## src/rtl/conf_int_div__seq__acc_apx.sv

```systemverilog
// conf_int_div__seq__acc_apx: sequential restoring divider that inverts the configurable multiplier.
// Approximate mode divides a[47:16] by b[23:8] and rescales, finishing in 32 instead of 48 cycles.
module conf_int_div__seq__acc_apx #(
    parameter int DATA_PATH_BITWIDTH = 24,
    parameter int APX_TRUNC_BITS     = 8
) (
    input  logic                            clk,
    input  logic                            rst,
    input  logic                            start,
    input  logic                            acc__sel,
    input  logic [2*DATA_PATH_BITWIDTH-1:0] a,
    input  logic [DATA_PATH_BITWIDTH-1:0]   b,
    output logic                            busy,
    output logic                            done,
    output logic [2*DATA_PATH_BITWIDTH-1:0] q,
    output logic [DATA_PATH_BITWIDTH-1:0]   r,
    output logic                            dbz
);
    localparam int W  = DATA_PATH_BITWIDTH;
    localparam int DW = 2 * W;
    localparam int T  = APX_TRUNC_BITS;
    localparam int CW = $clog2(DW + 1);

    typedef enum logic [1:0] {S_IDLE, S_RUN, S_DONE} state_t;

    state_t          r_state;
    logic            r_acc;
    logic [DW-1:0]   r_dvd;
    logic [W-1:0]    r_dvs;
    logic [CW-1:0]   r_cnt;

    logic [W-1:0]    w_bdiv;
    logic            w_bz;
    logic [W:0]      w_pr;
    logic            w_ge;
    logic [W-1:0]    w_rem;
    logic [DW-1:0]   w_qn;

    assign w_bdiv = acc__sel ? b : {{T{1'b0}}, b[W-1:T]};
    assign w_bz   = w_bdiv == '0;
    // q and r double as the quotient shift register and partial remainder while running
    assign w_pr   = {r, r_dvd[DW-1]};
    assign w_ge   = w_pr >= {1'b0, r_dvs};
    assign w_rem  = w_ge ? W'(w_pr - {1'b0, r_dvs}) : w_pr[W-1:0];
    assign w_qn   = {q[DW-2:0], w_ge};

    always_ff @(posedge clk or posedge rst) begin
        if (rst) begin
            r_state <= S_IDLE;
            r_acc   <= 1'b0;
            r_dvd   <= '0;
            r_dvs   <= '0;
            r_cnt   <= '0;
            busy    <= 1'b0;
            done    <= 1'b0;
            q       <= '0;
            r       <= '0;
            dbz     <= 1'b0;
        end else begin
            case (r_state)
                S_IDLE: begin
                    done <= 1'b0;
                    if (start) begin
                        r_acc   <= acc__sel;
                        r_dvd   <= acc__sel ? a : {a[DW-1:2*T], {(2*T){1'b0}}};
                        r_dvs   <= w_bdiv;
                        r_cnt   <= acc__sel ? CW'(DW) : CW'(DW - 2*T);
                        q       <= w_bz ? '1 : '0;
                        r       <= '0;
                        dbz     <= w_bz;
                        busy    <= !w_bz;
                        done    <= w_bz;
                        r_state <= w_bz ? S_DONE : S_RUN;
                    end
                end
                S_RUN: begin
                    r_dvd <= r_dvd << 1;
                    r_cnt <= r_cnt - 1'b1;
                    q     <= w_qn;
                    r     <= w_rem;
                    if (r_cnt == CW'(1)) begin
                        // approximate quotient is rescaled by 2^T; its remainder is meaningless
                        q       <= r_acc ? w_qn : {{T{1'b0}}, w_qn[DW-2*T-1:0], {T{1'b0}}};
                        r       <= r_acc ? w_rem : '0;
                        busy    <= 1'b0;
                        done    <= 1'b1;
                        r_state <= S_DONE;
                    end
                end
                default: begin
                    done    <= 1'b0;
                    r_state <= S_IDLE;
                end
            endcase
        end
    end
endmodule

```

## config.mk

```make
export PLATFORM = sky130hd
export DESIGN_NAME = conf_int_div__seq__acc_apx
export DESIGN_NICKNAME = d
export VERILOG_FILES = /design/src/rtl/conf_int_div__seq__acc_apx.sv
export SDC_FILE = /design/constraint.sdc
export NUM_CORES = 1
export LEC_CHECK = 0
export ABC_AREA = 1
export CORE_MARGIN = 2
export CORE_UTILIZATION = 49
export CTS_CLUSTER_DIAMETER = 50
export DETAILED_ROUTE_END_ITERATION = 10
export PLACE_DENSITY_LB_ADDON = 0.12
export SLEW_MARGIN = 20
export SYNTH_ARGS = -nofsm -noshare
export SYNTH_HDL_FRONTEND = slang
export SYNTH_SLANG_ARGS = --single-unit
```

## constraint.sdc

```tcl
create_clock -name clk -period 4.57 [get_ports clk]
set_input_delay 0.457 -clock clk [delete_from_list [all_inputs] [get_ports clk]]
set_output_delay 0.457 -clock clk [all_outputs]
set_load 0.005 [all_outputs]
```

==> flow_summary.toml <==
[synth]
ys_types = 35
synth_xor_area_share_pct = 0.880
ys_ff_latch = 156
ys_warn_count = 0
avgSynthCellArea_sq_um = 7.46
synth_compound_area_share_pct = 15.6
synth-edff-count = 0
synth_top_family_by_area = "simple AND/OR/NAND/NOR gates"
yosysSeqAreaShare_pct = 43.6
ys.flop_type = "dfrtp_1"
synth_mux_area_share_pct = 0
syn_nets = 1304
synthAdderAreaFrac_pct = 3.85
async_flop_share_pct = 100
syn_inst = 1201
syn-cell-area_sq_mm = 0.00896
yosys.area_share.simple_pct = 27.9

[drt]
routed_wirelength_um = 24200
drt_iter0_drc = 605
route.detailed.drc = 0
vias_per_cell = 5.25
dr.pass1.iters = 5
wl_per_cell_um = 15.4
postRouteAntennaNets = 0
vias = 8255

[place]
dp_slack_ns = 1.30
gp_congestion = 0.934
numPortBuffers = 150
dp_hpwl_um = 17200

[worst_setup_path]
worstPathCellList = "inv_2 > nand3_2 > inv_2 > nor2_4 > clkinv_2 > buf_4 > buf_4 > nor2_1 > a21oi_4"
worst_r2r_path_depth = 9
cp-startpoint = "r_state[0]"
max_stage_delay_ns = 0.63
crit_required_ns = 4.93
critPathMaxFanout = 63
r2r_end = "q[6]"
critPathCapture = "q[6]"
worstSetupPathType = "reg2reg"
path_depth = 9
worstSetupEndpointType = "register"
crit_slowest_cell = "buf_4"
reg2reg_from = "r_state[0]"
cp_top_family = "buffers and inverters"
critPathArrivalTime_ns = 3.25
start_kind = "register"
r2r_slack_ns = 1.68
crit_buf_inv = 5

[clock_network]
clock-sinks = 156
cts.clk_slew.worst_paths_ns = 0.07
clk_path_buf_depth = 2
cts_made_buffers = 17
clk_latency_ns = 0.44
cts_resized = 0
clock-root-buffer = "clkbuf_16"
htree_levels = 4
cts_tree = "built"
ctsHoldBuffers = 0
postCtsSetupBuffers = 0

[floorplanning]
die_w_um = 139
dieHeight_um = 139
die_area_sq_mm = 0.0194
rows = 49
initial_core_util_pct = 49.9
fp.coreArea_sq_mm = 0.0180
ios = 151

[layout]
multi_input_area_sq_mm = 0.00434
syn_to_final_growth_pct = 25.1
antenna_cells = 0
fill_cells = 1644
seqCellArea_sq_mm = 0.00390
nets = 1432
drive_above_1_share_pct = 6.71

[timing]
fin_crit_sh_pct = 63.3
min_period_ns = 2.89
maxSlewViolCount = 0
whs_ns = 0.488
worst_clock_skew_ns = 0.0118
slew_headroom_pct = 25.8
hold_violations = 0
tightest_slew_ns = 1.11
tns_ns = 0
rsz0062_at_grt = "false"
finalSetupViolCount = 0
fmax_mhz = 345
fin_ws_ns = 1.68

[global_route]
grtUsageTotal_pct = 25.7
grt_max_degree = 77
antenna_found_initial = 0
grt_pass1_vias = 7838
overflow = 0
grt_first_pass_wirelength_um = 40500

[min_path]
hp-class = "reg2reg"
hold_depth = 2

[pwr]
ir_drop_uv = 456
p_per_area_mw_per_mm2 = 897
p_leak_nw = 5.28

[flow_run]
cap_violations = 0

[outcome]
outcome = "finished, final reports clean"
-- flip-flops by register name (all words and copies together), names as in the netlist --
register  count
q            48
r_dvd        48
r            24
r_dvs        24
r_cnt         6
r_state       2
busy          1
dbz           1
done          1
r_acc         1
-- cell usage in the layout, fill, tap and decap left out, types with 2 or more instances in the layout --
cell type          n
clkbuf_16         17
nand3_1           73
o21ai_1            5
nor3_1             6
clkinv_8           2
nand2_1          339
buf_4             13
o21a_1             2
inv_2              3
nor2_1           176
nand3b_1           7
ha_1              26
o22ai_1           33
or2_2              2
a22oi_1           34
a21oi_2           20
a21oi_1           65
nor2_4             4
inv_1            115
a21oi_4           10
clkdlybuf4s50_1  150
xnor2_1            8
clkinv_2           2
o21ai_0           43
clkinvlp_4         3
nand4_1            6
and2_1             3
inv_8              5
inv_6              3
dfrtp_1          156
-- kinds of logic (layout without fill, tap and decap cells) --
group	count (synthesis)	in the layout
flip-flops	156	156
XOR/XNOR	9	9
AND/OR/NAND/NOR	618	618
buffers and inverters	176	317
AO/OA/AOI/OAI	215	215
adder cells (fa/ha/maj)	27	27
-- power by group --
part	total (W)	internal, W	switching, W	leakage [nW]
registers	0.00271	0.00211	0.000594	1.87
clock network	0.00146	0.000782	0.000678	0.290
logic	0.00589	0.00244	0.00344	3.12
-- Yosys cell counts (all sizes together) (7+ instances only) --
| library cell | n | area share [%] |
|---|---|---|
| buf | 24 | 1.8 |
| a21oi | 95 | 7.4 |
| ha | 26 | 3.6 |
| o22ai | 33 | 2.3 |
| nor2 | 180 | 7.8 |
| nand3 | 74 | 4.1 |
| o21ai | 48 | 2.7 |
| a22oi | 34 | 2.8 |
| inv | 121 | 5.1 |
| nand2 | 340 | 14 |
| clkbuf | 31 | 1.3 |
| nand3b | 7 | 0.59 |
| dfrtp | 156 | 44 |
| xnor2 | 8 | 0.78 |
-- how the worst min path moves through the flow --
stage          startpoint         to  slack, ns
3_5_place_dp    r_dvs[22]  r_dvs[22]       0.47
6_report        r_dvs[17]  r_dvs[17]       0.49
4_1_cts         r_dvs[22]  r_dvs[22]       0.49
3_3_place_gp     r_dvd[0]   r_dvd[0]       0.47
5_1_grt         r_dvs[17]  r_dvs[17]       0.51
2_1_floorplan   r_dvs[16]  r_dvs[16]       0.45
-- final cells by class --
| class | instances | share of cell area (%) |
|---|---|---|
| multi-input cells | 869 | 38.7 |
| clock buffers | 17 | 3.80 |
| inverters | 121 | 4.12 |
| repair buffers | 164 | 14.4 |
| well taps | 229 | 2.56 |
| clock inverters | 15 | 1.55 |
| flip-flops and latches | 156 | 34.8 |
-- metrics by stage --
step	cells	instance area, sq um	power (W)	util (%)
2_1_floorplan	1201	8960	0.00677	-
3_3_place_gp	1539	10600	0.00848	59.0
3_5_place_dp	1539	10600	0.00858	59.0
4_1_cts	1571	11200	0.0101	62.4
5_1_grt	1571	11200	0.0110	62.4
6_report	1571	11200	0.0101	62.4
-- layer usage --
| layer | global-route usage [%] | up-vias | routed length [um] |
|---|---|---|---|
| li1 | - | 4146 | - |
| met1 | 35.5 | 3868 | 11100 |
| met2 | 40.5 | 210 | 11200 |
| met3 | 6.06 | 31 | 1410 |
| met4 | 7.81 | 0 | 442 |
| met5 | 0 | - | 0 |
-- worst min-delay path, cell delays in order, from the launching register on --
cell and delay (ns):
dfrtp_1 0.35, nand2_1 0.05, o21ai_0 0.05
Power figures use the tool's default switching activity.
